`src/rtl/reg_scoreboard.sv`:
```
// Register-dependency scoreboard: counts unretired writes per GPR/segment/MMX register
// and stalls decode->register-access handshake on RAW/WAW or counter-full hazards (0-cycle latency).
module reg_scoreboard #(
    parameter int NREG = 22,
    parameter int CW   = 2
) (
    input  logic            i_clk,
    input  logic            i_reset,
    input  logic            i_flush,
    input  logic            i_in_valid,
    output logic            o_in_ready,
    input  logic [NREG-1:0] i_in_src_mask,
    input  logic [NREG-1:0] i_in_dst_mask,
    output logic            o_out_valid,
    input  logic            i_out_ready,
    input  logic            i_wb_reg_en,
    input  logic [2:0]      i_wb_reg_number,
    input  logic            i_wb_stack_en,
    input  logic            i_wb_seg_en,
    input  logic [2:0]      i_wb_seg_number,
    input  logic            i_wb_mmx_en,
    input  logic [2:0]      i_wb_mmx_number,
    output logic            o_hazard,
    output logic [NREG-1:0] o_pending_mask,
    output logic            o_busy,
    output logic            o_underflow_err
);
    localparam logic [CW-1:0] CNT_MAX = '1;

    logic [CW-1:0]   r_cnt [NREG];
    logic            r_underflow_err;

    logic [NREG-1:0] w_full;
    logic            w_hazard;
    logic            w_issue;
    logic [CW:0]     w_sum  [NREG];
    logic [CW:0]     w_dec  [NREG];
    logic [CW:0]     w_diff [NREG];
    logic [CW-1:0]   w_next [NREG];
    logic [NREG-1:0] w_uf;

    always_comb begin
        for (int i = 0; i < NREG; i++) begin
            o_pending_mask[i] = (r_cnt[i] != '0);
            w_full[i]         = (r_cnt[i] == CNT_MAX);
        end
    end

    // Flush also raises hazard so nothing issues in the cycle the counters are wiped.
    assign w_hazard    = i_in_valid &
                         ((|((i_in_src_mask | i_in_dst_mask) & o_pending_mask)) |
                          (|(i_in_dst_mask & w_full)) | i_flush);
    assign o_hazard    = w_hazard;
    assign o_in_ready  = i_out_ready & ~w_hazard;
    assign o_out_valid = i_in_valid & ~w_hazard;
    assign w_issue     = i_in_valid & o_in_ready;
    assign o_busy      = |o_pending_mask;
    assign o_underflow_err = r_underflow_err;

    // Retire sources can hit the same register (ESP via GPR port and stack port), so they are summed.
    always_comb begin
        for (int i = 0; i < NREG; i++) begin
            w_dec[i]  = {{CW{1'b0}}, (i_wb_reg_en && i < 8 && i_wb_reg_number == i[2:0])}
                      + {{CW{1'b0}}, (i_wb_stack_en && i == 4)}
                      + {{CW{1'b0}}, (i_wb_seg_en && i >= 8 && i < 14 &&
                                      i_wb_seg_number == 3'(i - 8))}
                      + {{CW{1'b0}}, (i_wb_mmx_en && i >= 14 && i < 22 &&
                                      i_wb_mmx_number == 3'(i - 14))};
            w_sum[i]  = {1'b0, r_cnt[i]} + {{CW{1'b0}}, (i_in_dst_mask[i] & w_issue)};
            w_uf[i]   = (w_sum[i] < w_dec[i]);
            w_diff[i] = w_sum[i] - w_dec[i];
            w_next[i] = w_uf[i] ? '0 : w_diff[i][CW-1:0];
        end
    end

    always_ff @(posedge i_clk or posedge i_reset) begin
        if (i_reset) begin
            for (int i = 0; i < NREG; i++) r_cnt[i] <= '0;
            r_underflow_err <= 1'b0;
        end else if (i_flush) begin
            for (int i = 0; i < NREG; i++) r_cnt[i] <= '0;
        end else begin
            for (int i = 0; i < NREG; i++) r_cnt[i] <= w_next[i];
            r_underflow_err <= r_underflow_err | (|w_uf);
        end
    end
endmodule
```
`config.mk`:
```
export PLATFORM = sky130hd
export DESIGN_NAME = reg_scoreboard
export DESIGN_NICKNAME = d
export VERILOG_FILES = /design/src/rtl/reg_scoreboard.sv
export SDC_FILE = /design/constraint.sdc
export NUM_CORES = 1
export LEC_CHECK = 0
export CORE_MARGIN = 5
export CORE_UTILIZATION = 30
export DETAILED_ROUTE_END_ITERATION = 8
export PLACE_DENSITY = 0.57
export REMOVE_ABC_BUFFERS = 1
export SYNTH_ARGS = -nofsm -noshare
export SYNTH_HDL_FRONTEND = slang
export SYNTH_SLANG_ARGS = --single-unit
```
`constraint.sdc`:
```
create_clock -name i_clk -period 3 [get_ports i_clk]
set_input_delay 0.45 -clock i_clk [delete_from_list [all_inputs] [get_ports i_clk]]
set_output_delay 0.45 -clock i_clk [all_outputs]
set_load 0.01 [all_outputs]
```
* Word-level counts from Yosys, hierarchy flattened
Cells that the tools add are included.
Word-level totals: bits of input ports 62, register bits after elaboration 45
Operators by class: $lt $le $gt $ge 22, $add $sub $neg 45, equality and inequality tests 41, multiplexer cells 23, bitwise gates (word level) 33, reductions and logical operators 51
Operators with widths (count):
- OR reduction 22 bit | 4
- adder 2 x 1 -> 3 bit | 22
- < comparator 3 x 1 -> 1 bit | 21
- bitwise AND 22 bit | 2
- == test 2 bit (second input constant) | 22
- two-way mux 2 bit | 22
- two-way mux 44 bit | 1
- nonzero test 2 bit | 22
- subtractor 2 x 1 -> 2 bit | 21
- == test 3 bit (second input constant) | 10
- bitwise AND 1 bit | 26
- logical AND 1 bit | 22
- bitwise OR 22 bit | 1
- == test 3 x 2 -> 1 bit (second input constant) | 6
- == test 3 x 1 -> 1 bit (second input constant) | 3
- zero test 3 bit | 3
- < comparator 3 x 2 -> 1 bit | 1
- bitwise OR 1 bit | 3
- adder 1 x 1 -> 2 bit | 1
- subtractor 2 bit | 1
- inverter 1 bit | 1

* Depth between registers and ports, before layout
Gate-level depths: netlist of the first run.
word-level depth 14, gate-level depth with buffers 14, gate-level depth less buffers 13

* Least setup slack after synthesis of the first run
No wires, ideal clock.
path type reg-to-reg, start point reg r_cnt[1] (netlist name), end point reg r_underflow_err (netlist: o_underflow_err), slack -0.380 ns, setup time 0.128 ns, cell stages (with the launch flop) 15, arrival 3.252 ns, path buffers 1, clock period less this slack 3.380 ns, data required time 2.872 ns, cells stage by stage dfrtp_1 or2_2 o21a_1 nor3_1 nand3_1 clkbuf_1 nor4_1 ha_1 inv_1 fa_1 o31a_1 a221oi_1 nand3_1 o41ai_1 nand2b_1
On the way: cells in the longest elaborated chain, start to end 14, elaborated cells between the ends (all ways) 80, classes of those cells 22 x add/sub; 22 x order compare; 1 x eq/ne; 31 x bitwise; 4 x reduce/logical
Ends and longest elaborated chain:
- from (decl) | RTL line 30 | logic [CW-1:0] r_cnt [NREG];
- nonzero test 2 bit * | RTL line 44 | o_pending_mask[i] = (r_cnt[i] != '0);
- net o_pending_mask[21] | RTL line 24 | output logic [NREG-1:0] o_pending_mask,
- bitwise AND 22 bit * | RTL line 51 | ((|((i_in_src_mask | i_in_dst_mask) & o_pending_mask)) |
- OR reduction 22 bit * | RTL line 51
- bitwise OR 1 bit * | RTL line 51
- bitwise OR 1 bit * | RTL line 52 | (|(i_in_dst_mask & w_full)) | i_flush);
- bitwise AND 1 bit * | RTL line 50 | assign w_hazard = i_in_valid &
- inverter 1 bit * | RTL line 54 | assign o_in_ready = i_out_ready & ~w_hazard;
- bitwise AND 1 bit * | RTL line 54
- bitwise AND 1 bit * | RTL line 56 | assign w_issue = i_in_valid & o_in_ready;
- bitwise AND 1 bit | RTL line 69 | w_sum[i] = {1'b0, r_cnt[i]} + {{CW{1'b0}}, (i_in_dst_mask[i] & w_issue)};
- adder 2 x 1 -> 3 bit | RTL line 69
- < comparator 3 x 1 -> 1 bit or < comparator 3 x 2 -> 1 bit (tied branches) | RTL line 70 | w_uf[i] = (w_sum[i] < w_dec[i]);
- OR reduction 22 bit * | RTL line 84 | r_underflow_err <= r_underflow_err | (|w_uf);
- bitwise OR 1 bit * | RTL line 84
- to (signal assigned) | RTL line 84
- to (decl) | RTL line 31 | logic r_underflow_err;
Mark *: on every way through the listed nets, which the timed path passes. The rest lies on a longest branch. A chain may end at the register's enable or synchronous reset.

* Worst setup path after layout of the first run
start point in i_in_dst_mask[10], end point reg r_underflow_err (netlist: o_underflow_err)
On the way: cells in the longest elaborated chain, start to end 14, elaborated cells between the ends (all ways) 79, classes of those cells 22 x add/sub; 22 x order compare; 32 x bitwise; 3 x reduce/logical
Ends and longest elaborated chain:
- from (decl) | RTL line 13 | input logic [NREG-1:0] i_in_dst_mask,
- bitwise OR 22 bit | RTL line 51
- bitwise AND 22 bit | RTL line 51
- OR reduction 22 bit | RTL line 51
- bitwise OR 1 bit | RTL line 51
- bitwise OR 1 bit | RTL line 52
- bitwise AND 1 bit | RTL line 50
- inverter 1 bit | RTL line 54
- bitwise AND 1 bit | RTL line 54
- bitwise AND 1 bit | RTL line 56
- bitwise AND 1 bit | RTL line 69
- adder 2 x 1 -> 3 bit | RTL line 69
- < comparator 3 x 1 -> 1 bit or < comparator 3 x 2 -> 1 bit (tied branches) | RTL line 70
- OR reduction 22 bit * | RTL line 84
- bitwise OR 1 bit * | RTL line 84
Every way passes the cells marked *; elsewhere a longest branch is shown, timed or not.

==> key figures, run 1 <==
Run status
  – Run status: finished, violations left
  – Failing checks: setup timing

Die
  – Core box area: approximately 14000 um^2
  – Initial core utilization: 30.39%
  – I/O Pins: 89
  – Die W: 130.9 um
  – Die Height: between 100 and 150 um
  – Die ar.: 17130 um^2
  – Row Count: 44

Critical path
  – Req. time, crit path: 3.18 ns
  – Worst Path Class, Setup: in2reg
  – Arrival time worst endpoint: 3.37 ns
  – Startpoint class of the critical path: input port
  – Endpoint class of the critical path: flip-flop
  – CP max FO: 2

Power
  – P_sw: 704.5 uW
  – Power Dens Cells: 305.5 nW/um^2
  – Leakage: 0.003570 uW
  – Combinational power share: between 30 and 40%
  – Clock network fraction of design power: between 30% and 40%
  – Sequential power share: 29.8%
  – Switch share: 32.42%
  – VDD IR max: 0.0001917 V
  – Int Pwr: approximately 1500 uW

Global routing
  – Largest net degree at the start of global routing: 46
  – GR Overflow Total: 0
  – Initial antenna violation count: 0
  – Wire length of the first global-routing pass: 24050 um
  – Global Route Usage Sum: 18.22%
  – Vias in the first global route: 4935

Placement
  – Gpl congestion: 0.8239
  – PortBufs: 88
  – Dpl cell area: 6414 um^2
  – Dpl hpwl: around 12000 um

Final layout
  – Design Area, Final: 7113 um^2
  – Share of layout cells above drive strength 1: 29.13%
  – Layout area overhead: 62.29%
  – Post-layout util: 49.31%
  – Register Area: 1126 um^2
  – N_diodes: 0
  – Nets@finish: just over 900
  – Multi-input gate area: 3223 um^2
  – Fillers: around 1300

STA
  – Unrepaired setup endpoints after global routing: yes
  – Max-slew violations: 0
  – Post-Route Skew: slightly above 0.008 ns
  – Worst rel slew slack: 54.24%
  – Setup ws final: -0.1894 ns
  – Top achievable clock speed: around 310 MHz
  – Final period util: 106.3%
  – Final min period: 3.189 ns
  – Worst-Margin Slew: 0.6822 ns
  – Endpoints failing hold: 0
  – Setup-failing EPs final: 1

CTS
  – Worst-Skew Late Latency: 0.30 ns
  – Clk sink count: 45
  – CTS Buf Count: 5
  – H-tree levels: 2
  – TritonCTS clock tree: done
  – CTS Root Buffer Type: clkbuf_16
  – Clk pin slew, worst setup/hold paths: 0.07 ns
  – Hold_buf cts: 0
  – Clock Path Buffers: 2

Drt
  – 1st-iter DRT viols: 235
  – Drt pass-1 iters: 5
  – Final ANT Viol Nets: 0
  – # DRC: 0
  – Routed length per instance: 16.49 um
  – Vias: between 4000 and 5000
  – Routed via count divided by cell count: 4.963
  – DRT Wirelength: around 16000 um

Synth
  – Syn Area/Cell: just over 8 um^2
  – Synth Warn #: 0
  – Syn Inst Count: 545
  – Mapped Area: 4383 um^2
  – Netlist cell types: 33
  – Register area share after synthesis: around a quarter
  – Synthesis-stage register bit count: 45

Hold path
  – Worst min path class: in2async

Run
  – Max-cap violations: 0
## flip-flops by register name (all words and copies together) (netlist names)
name and cells:
r_cnt 44, o_underflow_err 1
## final cells by class
class / instances / area share, %
clock inverters: 1 / 0.4222
flip-flops and latches: 45 / 15.83
inverters: 90 / 4.749
clock buffers: 7 / 2.005
repair buffers: 229 / 28.44
well taps: 184 / 3.237
multi-input cells: 397 / 45.31
## cell usage in the layout (no fill, tap or decap), drive strengths merged, types with 2 or more instances in the layout
| cell type | count |
|---|---|
| nand2b | 27 |
| buf | 141 |
| dlygate4sd2 | 5 |
| dlymetal6s2s | 17 |
| nor3 | 14 |
| o21a | 2 |
| nand3 | 20 |
| clkbuf | 10 |
| nand4 | 8 |
| dfrtp | 45 |
| a22oi | 13 |
| o21ai | 6 |
| nand2 | 31 |
| ha | 87 |
| o22ai | 21 |
| o22a | 9 |
| clkdlybuf4s50 | 63 |
| or2 | 24 |
| xnor2 | 10 |
| a21oi | 12 |
| a211oi | 21 |
| nor2 | 58 |
| or4 | 4 |
| nor3b | 2 |
| inv | 89 |
| nor4 | 19 |
## synth_stat cells
cell type	count	share of area (%)
nand3_1	20	2.3
and3_1	1	0.14
nor2b_1	1	0.14
xnor2_1	10	2.0
or2_2	19	2.7
inv_1	90	7.7
nor3b_1	2	0.34
dfrtp_1	45	26
o41ai_1	1	0.20
a211oi_1	21	3.6
o2bb2ai_1	1	0.20
nor2_1	58	5.0
a21oi_1	12	1.4
or4_1	4	0.69
nor3_1	14	1.6
buf_1	3	0.26
and3b_1	1	0.20
nand2b_1	27	3.9
a222oi_1	1	0.23
nor4_1	19	2.7
o21ai_0	6	0.69
or2_1	5	0.71
o21a_1	2	0.34
nand2_1	31	2.7
fa_1	1	0.46
ha_1	87	25
o22ai_1	21	3.0
nand4_1	8	1.1
o31a_1	1	0.20
a22oi_1	13	2.2
clkbuf_1	10	0.86
a221oi_1	1	0.20
o22a_1	9	1.8
## cells by family (layout without fill, tap and decap cells)
kind of cell	count (synthesis)	count (layout)	synth area share [%]
flops	45	45	25.69
compound gates	89	89	14.05
simple gates	210	210	24.15
buf+inv	103	327	8.821
xor+xnor	10	10	1.998
fa+ha+maj	88	88	25.29
## critical path, stage by stage
cell and delay, ns:
clkdlybuf4s50_1 0.44, o22ai_1 0.24, nand2_1 0.09, nor2_1 0.16, nand2_1 0.13, nor4_2 0.25, ha_2 0.22, inv_1 0.05
fa_1 0.46, o31a_1 0.29, a221oi_2 0.18, nand3_1 0.14, o41ai_2 0.21, nand2b_1 0.08
## power by group through the flow
stage	combinational (uW)	clock (uW)	sequential, uW
finish	858	667	648
global route	924	699	651
CTS	766	680	647
detailed placement	678	0	657
global placement	667	0	656
floorplan	275	0	655
## what timing repair did
item,CTS,global route
gates cloned,1,0
pin swaps,12,12
hold endpoints to repair,0,0
resized for setup,50,56
setup buffers,2,9
setup endpoints to repair,48,43
## routing by layer
| layer | global-route usage, % | vias up | wire, um |
|---|---|---|---|
| met5 | 0 | - | 0 |
| met4 | 5.929 | 0 | 360 |
| met3 | 2.805 | 22 | 809 |
| met2 | 32.18 | 132 | 7699 |
| met1 | 22.68 | 2251 | 6844 |
| li1 | - | 2325 | - |
## metrics by stage
| step | hold WS, ns | power, uW | TNS, ns | setup WS, ns | instances |
|---|---|---|---|---|---|
| after global routing | 0.5197 | 2274 | -0.8222 | -0.4422 | 953 |
| after global placement | 0.5398 | 1323 | -22.96 | -1.057 | 933 |
| after detailed placement | 0.5458 | 1335 | -24.01 | -1.169 | 933 |
| after CTS | 0.4844 | 2093 | -0.2334 | -0.2334 | 944 |
| final | 0.4780 | 2173 | -0.1894 | -0.1894 | 953 |
| after floorplan | 0.5041 | 930.2 | -0.6243 | -0.5774 | 532 |
## worst paths after layout
kind	startpoint	end	slack [ns]	cells after the start
max in group asynchronous	i_reset	r_cnt[19]	1.88	3
min in group i_clk	o_underflow_err	o_underflow_err	0.58	1
worst max register to register	r_cnt[19]	o_underflow_err	-0.17	14
worst min-delay path	i_reset	r_cnt[12]	0.48	2
worst max-delay path	i_in_dst_mask[10]	o_underflow_err	-0.19	14
worst min register to register	o_underflow_err	o_underflow_err	0.58	1
Power figures use the tool's default switching activity.
==> run 2: changes to the inputs <==
--- a/config.mk
+++ b/config.mk
@@ -10,6 +10,7 @@
 export DETAILED_ROUTE_END_ITERATION = 8
 export PLACE_DENSITY = 0.57
 export REMOVE_ABC_BUFFERS = 1
+export SKIP_CTS_REPAIR_TIMING = 1
 export SYNTH_ARGS = -nofsm -noshare
 export SYNTH_HDL_FRONTEND = slang
 export SYNTH_SLANG_ARGS = --single-unit
==> run 2 against run 1 <==
The run still ends with setup timing left. Utilization is 0.95 points lower. Sequential power hardly changed. Critical path depth is 1 lower. Die area stayed put. Register-to-register slack worse by 0.02 ns. Clock skew hardly changed. Setup slack worse by 0.0037 ns. Wire length is 1.5% lower. Clock-buffer cell count stayed put. Critical endpoint unchanged.
==> key figures, run 2 (synthesized netlist as in run 1, its figures left out) <==
CTS
  – Clk sink count: 45 (unchanged)
  – TritonCTS clock tree: done
  – Clock Path Buffers: 2 (unchanged)
  – CTS Root Buffer Type: clkbuf_16
  – H-tree levels: 2 (unchanged)
  – Worst-Skew Late Latency: 0.30 ns (about the same)
  – CTS Buf Count: 5 (unchanged)
  – Clk pin slew, worst setup/hold paths: 0.07 ns (about the same)

Hold path
  – Worst min path class: in2async

Die
  – Die W: 130.9 um (unchanged)
  – Core box area: 14420 um^2 (unchanged)
  – Initial core utilization: 30.39% (unchanged)
  – Die ar.: 17130 um^2 (unchanged)
  – Row Count: 44 (unchanged)
  – Die Height: 130.9 um (unchanged)
  – I/O Pins: 89 (unchanged)

Critical path
  – Max incr delay on CP: 0.47 ns (about the same)
  – Startpoint class of the critical path: flip-flop
  – Crit path launch: r_cnt[0]
  – Slowest-stage cell, CP: fa_1
  – Reg2Reg Setup Slack: -0.19 ns (-0.02 ns)
  – Worst Path Class, Setup: reg2reg
  – Crit-path cells: or2_4, o21a_1, nor3_4, nand3_4, nor4_4, ha_2, inv_2, fa_1, o31a_1, a221oi_2, nand3_1, o41ai_2, nand2b_1
  – Arrival time worst endpoint: 3.38 ns (about the same)
  – CP max FO: 3 (+1)
  – Req. time, crit path: 3.18 ns (about the same)
  – R2R Path Start: r_cnt[0]
  – Endpoint class of the critical path: flip-flop

STA
  – Post-Route Skew: 0.008103 ns (+0.00004466 ns)
  – Setup TNS Final: -0.1931 ns (-0.003672 ns)
  – Final min period: 3.193 ns (+0.003672 ns)
  – Final period util: 106.4% (+0.12 points)
  – Worst-Margin Slew: 0.6607 ns (-0.02146 ns)
  – Unrepaired setup endpoints after global routing: yes
  – Max-slew violations: 0 (unchanged)
  – Setup-failing EPs final: 1 (unchanged)
  – Top achievable clock speed: 313.2 MHz (-0.12%)
  – Endpoints failing hold: 0 (unchanged)
  – Setup ws final: -0.1931 ns (-0.003672 ns)
  – Worst rel slew slack: 55.68% (+1.4 points)

Run status
  – Run status: finished, violations left
  – Failing checks: setup timing

Placement
  – Gpl congestion: 0.8239 (unchanged)
  – PortBufs: 88 (unchanged)
  – Setup WS pre-CTS: -1.169 ns (unchanged)
  – Dpl hpwl: 12220 um (unchanged)

Drt
  – Vias: 4671 (-1.2%)
  – DRT Wirelength: 15480 um (-1.5%)
  – Routed via count divided by cell count: 4.948 (-0.31%)
  – # DRC: 0 (unchanged)
  – 1st-iter DRT viols: 189 (-20%)
  – Routed length per instance: 16.40 um (-0.55%)
  – Drt pass-1 iters: 4 (-1)
  – Final ANT Viol Nets: 0 (unchanged)

Power
  – Power Dens Cells: 299.7 nW/um^2 (-1.9%)
  – Tot Pwr: 2091 uW (-3.8%)
  – Leakage: 0.003706 uW (+3.8%)
  – VDD IR max: 0.0001865 V (-2.7%)

Global routing
  – Wire length of the first global-routing pass: 23800 um (-1.1%)
  – GR Overflow Total: 0 (unchanged)
  – Global Route Usage Sum: 17.96% (-0.26 points)
  – Largest net degree at the start of global routing: 46 (unchanged)
  – Vias in the first global route: 4863 (-1.5%)
  – Initial antenna violation count: 0 (unchanged)

Final layout
  – Most frequent cells in the layout: buf_4 (130), inv_1 (88), ha_1 (86)
  – Register Area: 1127 um^2 (+0.11%)
  – Commonest non-fill, non-tap cell in the layout: buf_4
  – Largest register FFs: 44 (unchanged)
  – Multi-input gate area: 3113 um^2 (-3.4%)
  – N_diodes: 0 (unchanged)
  – Nets@finish: 909 (-0.98%)
  – Layout area overhead: 59.15%
  – Share of layout cells above drive strength 1: 26.32% (-2.8 points)
  – Reg with most FFs: r_cnt
  – Fillers: 1370 (+2.6%)

Run
  – Max-cap violations: 0 (unchanged)
run 2: path summary, 6_finish.rpt:
check                                   to  cells after the start
setup / recovery           o_underflow_err                     13
hold / removal                   r_cnt[12]                      2
setup reg to reg           o_underflow_err                     13
hold reg to reg            o_underflow_err                      1
max in group asynchronous        r_cnt[19]                      3
min in group i_clk         o_underflow_err                      1
run 2: layout make-up:
type / instances / area share, %
Inverter: 90 / 4.843
Clock inverter: 1 / 0.4305
Sequential cell: 45 / 16.16
Timing Repair Buffer: 220 / 28.59
Multi-Input combinational cell: 397 / 44.63
Clock buffer: 7 / 2.045
Tap cell: 184 / 3.300
run 2: through the flow:
stage,hold WS [ns],util [%],cells,cell area (um^2)
2_1_floorplan,0.5041,-,532,4334
3_3_place_gp,0.5398,44.47,933,6414
3_5_place_dp,0.5458,44.47,933,6414
4_1_cts,0.4844,45.66,941,6586
5_1_grt,0.5200,48.36,944,6975
6_report,0.4698,48.36,944,6975
run 2: power by group:
group          switching, uW  internal [uW]  leakage [uW]
clock                    252            417     0.0000841
sequential              19.7            629      0.000616
combinational            400            373       0.00301
total                    672           1420       0.00371
run 2: critical path: cells and delay by family, from the launching register on:
| kind | cells | cell delay [ns] |
|---|---|---|
| adders and majority gates | 2 | 0.70 |
| and+or+nand+nor | 6 | 1.07 |
| DFF | 1 | 0.38 |
| buffers and inverters | 1 | 0.04 |
| AOI/OAI and AO/OA | 4 | 0.90 |
run 2: routing by layer:
metal / global-route usage, % / part of all wire [%] / up-vias
li1: - / - / 2308
met1: 22.53 / 43 / 2219
met2: 31.85 / 49 / 120
met3: 2.642 / 6.0 / 24
met4: 5.324 / 2.6 / 0
met5: 0 / 0 / -
==> run 3: changes to the inputs <==
--- a/config.mk
+++ b/config.mk
@@ -5,10 +5,10 @@
 export SDC_FILE = /design/constraint.sdc
 export NUM_CORES = 1
 export LEC_CHECK = 0
-export CORE_MARGIN = 5
+export CORE_MARGIN = 1.5
 export CORE_UTILIZATION = 30
 export DETAILED_ROUTE_END_ITERATION = 8
-export PLACE_DENSITY = 0.57
+export PLACE_DENSITY = 0.52
 export REMOVE_ABC_BUFFERS = 1
 export SKIP_CTS_REPAIR_TIMING = 1
 export SYNTH_ARGS = -nofsm -noshare
==> run 3 against run 2 <==
The run still ends with setup timing left. Register-to-register slack better by 0.07 ns. Setup slack improved by 0.070 ns. Sequential share of layout area hardly changed. Global-route usage grew 2.0 points. Fmax increased by 2.2%. Critical path depth unchanged. Clock power down 12%. First-iteration DRC count up 16%.
==> key figures, run 3 (synthesized netlist as in run 1, its figures left out) <==
Run status
  – Run status: finished, violations left
  – Failing checks: setup timing

Drt
  – # DRC: 0 (unchanged)
  – Vias: 4633 (-0.81%)
  – Routed length per instance: 16.14 um (-1.6%)
  – Drt pass-1 iters: 4 (unchanged)
  – Final ANT Viol Nets: 0 (unchanged)
  – DRT Wirelength: 15230 um (-1.6%)
  – Routed via count divided by cell count: 4.908 (-0.81%)
  – 1st-iter DRT viols: 219 (+16%)

Placement
  – PortBufs: 88 (unchanged)
  – Gpl congestion: 0.8293 (+0.66%)
  – Dpl cell area: 6446 um^2 (+0.51%)
  – Setup WS pre-CTS: -0.9763 ns (+0.1926 ns)
  – Dpl hpwl: 11800 um (-3.5%)

Critical path
  – Endpoint class of the critical path: flip-flop
  – CP max FO: 3 (unchanged)
  – Reg2Reg Setup Slack: -0.12 ns (+0.07 ns)
  – Startpoint class of the critical path: flip-flop
  – Reg2Reg Capture Point: o_underflow_err
  – R2R Path Start: r_cnt[1]
  – Req. time, crit path: 3.18 ns (about the same)
  – Arrival time worst endpoint: 3.30 ns (-0.08 ns)
  – Worst Path Class, Setup: reg2reg
  – Worst R2R Path Depth: 13 (unchanged)

CTS
  – CTS Root Buffer Type: clkbuf_16
  – Worst-Skew Late Latency: 0.30 ns (about the same)
  – CTS Buf Count: 5 (unchanged)
  – Clk pin slew, worst setup/hold paths: 0.07 ns (about the same)
  – H-tree levels: 2 (unchanged)
  – TritonCTS clock tree: done
  – Clock Path Buffers: 2 (unchanged)
  – Clk sink count: 45 (unchanged)

Die
  – Core box area: 14100 um^2 (-2.3%)
  – Initial core utilization: 31.09% (+0.71 points)
  – Die W: 123.9 um (-5.3%)
  – Die Height: 123.9 um (-5.3%)
  – Row Count: 43 (-2.3%)
  – I/O Pins: 89 (unchanged)
  – Die ar.: 15340 um^2 (-10%)

Power
  – Leakage: 0.003776 uW (+1.9%)
  – Power Dens Cells: 288.7 nW/um^2 (-3.7%)
  – Switch share: 33.73% (+1.6 points)
  – Sequential power share: 32.1% (+1.1 points)
  – Combinational power share: 38.6% (+1.6 points)
  – P_sw: 681.4 uW (+1.4%)
  – Clock network fraction of design power: 29.3% (-2.7 points)
  – VDD IR max: 0.0002091 V (+12%)
  – Int Pwr: 1339 uW (-5.6%)

Final layout
  – Layout area overhead: 59.63%
  – Design Area, Final: 6997 um^2 (+0.30%)
  – Nets@finish: 914 (+0.55%)
  – Reg with most FFs: r_cnt
  – Fillers: 1389 (+1.4%)
  – Most frequent cells in the layout: buf_4 (133), inv_1 (88), ha_1 (86)
  – N_diodes: 0 (unchanged)
  – Commonest non-fill, non-tap cell in the layout: buf_4
  – Largest register FFs: 44 (unchanged)
  – Share of layout cells above drive strength 1: 26.57% (+0.25 points)
  – Post-layout util: 49.64% (+1.3 points)

STA
  – Setup-failing EPs final: 1 (unchanged)
  – Final min period: 3.123 ns (-0.06997 ns)
  – Top achievable clock speed: 320.2 MHz (+2.2%)
  – Unrepaired setup endpoints after global routing: yes
  – Max-slew violations: 0 (unchanged)
  – Worst-Margin Slew: 0.5569 ns (-0.1038 ns)
  – Final period util: 104.1% (-2.3 points)
  – Endpoints failing hold: 0 (unchanged)
  – Post-Route Skew: 0.006233 ns (-0.001870 ns)
  – Setup ws final: -0.1231 ns (+0.06997 ns)
  – Worst rel slew slack: 62.87% (+7.2 points)

Global routing
  – GR Overflow Total: 0 (unchanged)
  – Global Route Usage Sum: 19.98% (+2.0 points)
  – Vias in the first global route: 4667 (-4.0%)
  – Initial antenna violation count: 0 (unchanged)
  – Largest net degree at the start of global routing: 46 (unchanged)
  – Wire length of the first global-routing pass: 23280 um (-2.2%)

Run
  – Max-cap violations: 0 (unchanged)

Hold path
  – Worst min path class: in2async
[run 3: critical path: stages, from the launching register on]
cell and delay [ns]:
dfrtp_1 0.38, or2_4 0.25, o21a_1 0.14, nor3_4 0.22
nand3_4 0.15, nor4_4 0.18, ha_2 0.23, inv_2 0.04
fa_1 0.45, o31a_1 0.28, a221oi_2 0.19, nand3_1 0.15
o41ai_2 0.29, nand2b_1 0.08
[run 3: layout make-up]
class	count	area, um^2	area share [%]
clock buffers	6	138.9	1.985
clock inverters	1	7.507	0.1073
inverters	90	337.8	4.828
multi-input cells	397	3105	44.38
flip-flops and latches	45	1127	16.11
well taps	180	225.2	3.219
repair buffers	225	2054	29.36
[run 3: power groups by stage]
stage | registers [uW] | clock network (uW) | logic [uW]
6_report | 649 | 592 | 780
5_1_grt | 652 | 623 | 840
4_1_cts | 645 | 603 | 690
3_5_place_dp | 657 | 0 | 684
3_3_place_gp | 656 | 0 | 677
2_1_floorplan | 655 | 0 | 275
[run 3: layer usage]
| metal | routed length (um) | GRT usage [%] | up-vias |
|---|---|---|---|
| li1 | - | - | 2329 |
| met1 | 7069 | 27.58 | 2162 |
| met2 | 7058 | 32.67 | 124 |
| met3 | 850 | 2.518 | 18 |
| met4 | 256 | 5.819 | 0 |
| met5 | 0 | 0 | - |
[run 3: per-stage QoR]
| step | instances | setup TNS (ns) | total power, uW | hold WS (ns) |
|---|---|---|---|---|
| after floorplan | 532 | -0.6243 | 930.2 | 0.5041 |
| after global placement | 934 | -9.205 | 1334 | 0.5368 |
| after detailed placement | 934 | -15.44 | 1341 | 0.5372 |
| after CTS | 941 | -3.642 | 1938 | 0.3031 |
| after global routing | 944 | -0.3249 | 2114 | 0.3195 |
| final | 944 | -0.1231 | 2020 | 0.3070 |
[run 3: worst max path at each step]
stage                            from              end  slack [ns]  depth (start not counted)
floorplan                    r_cnt[1]  o_underflow_err       -0.58                         13
global placement    i_in_dst_mask[12]  o_underflow_err       -0.72                         14
detailed placement  i_in_dst_mask[12]  o_underflow_err       -0.98                         14
CTS                 i_in_dst_mask[12]  o_underflow_err       -0.66                         14
global route                r_cnt[19]  o_underflow_err       -0.32                         13
finish                       r_cnt[1]  o_underflow_err       -0.12                         13
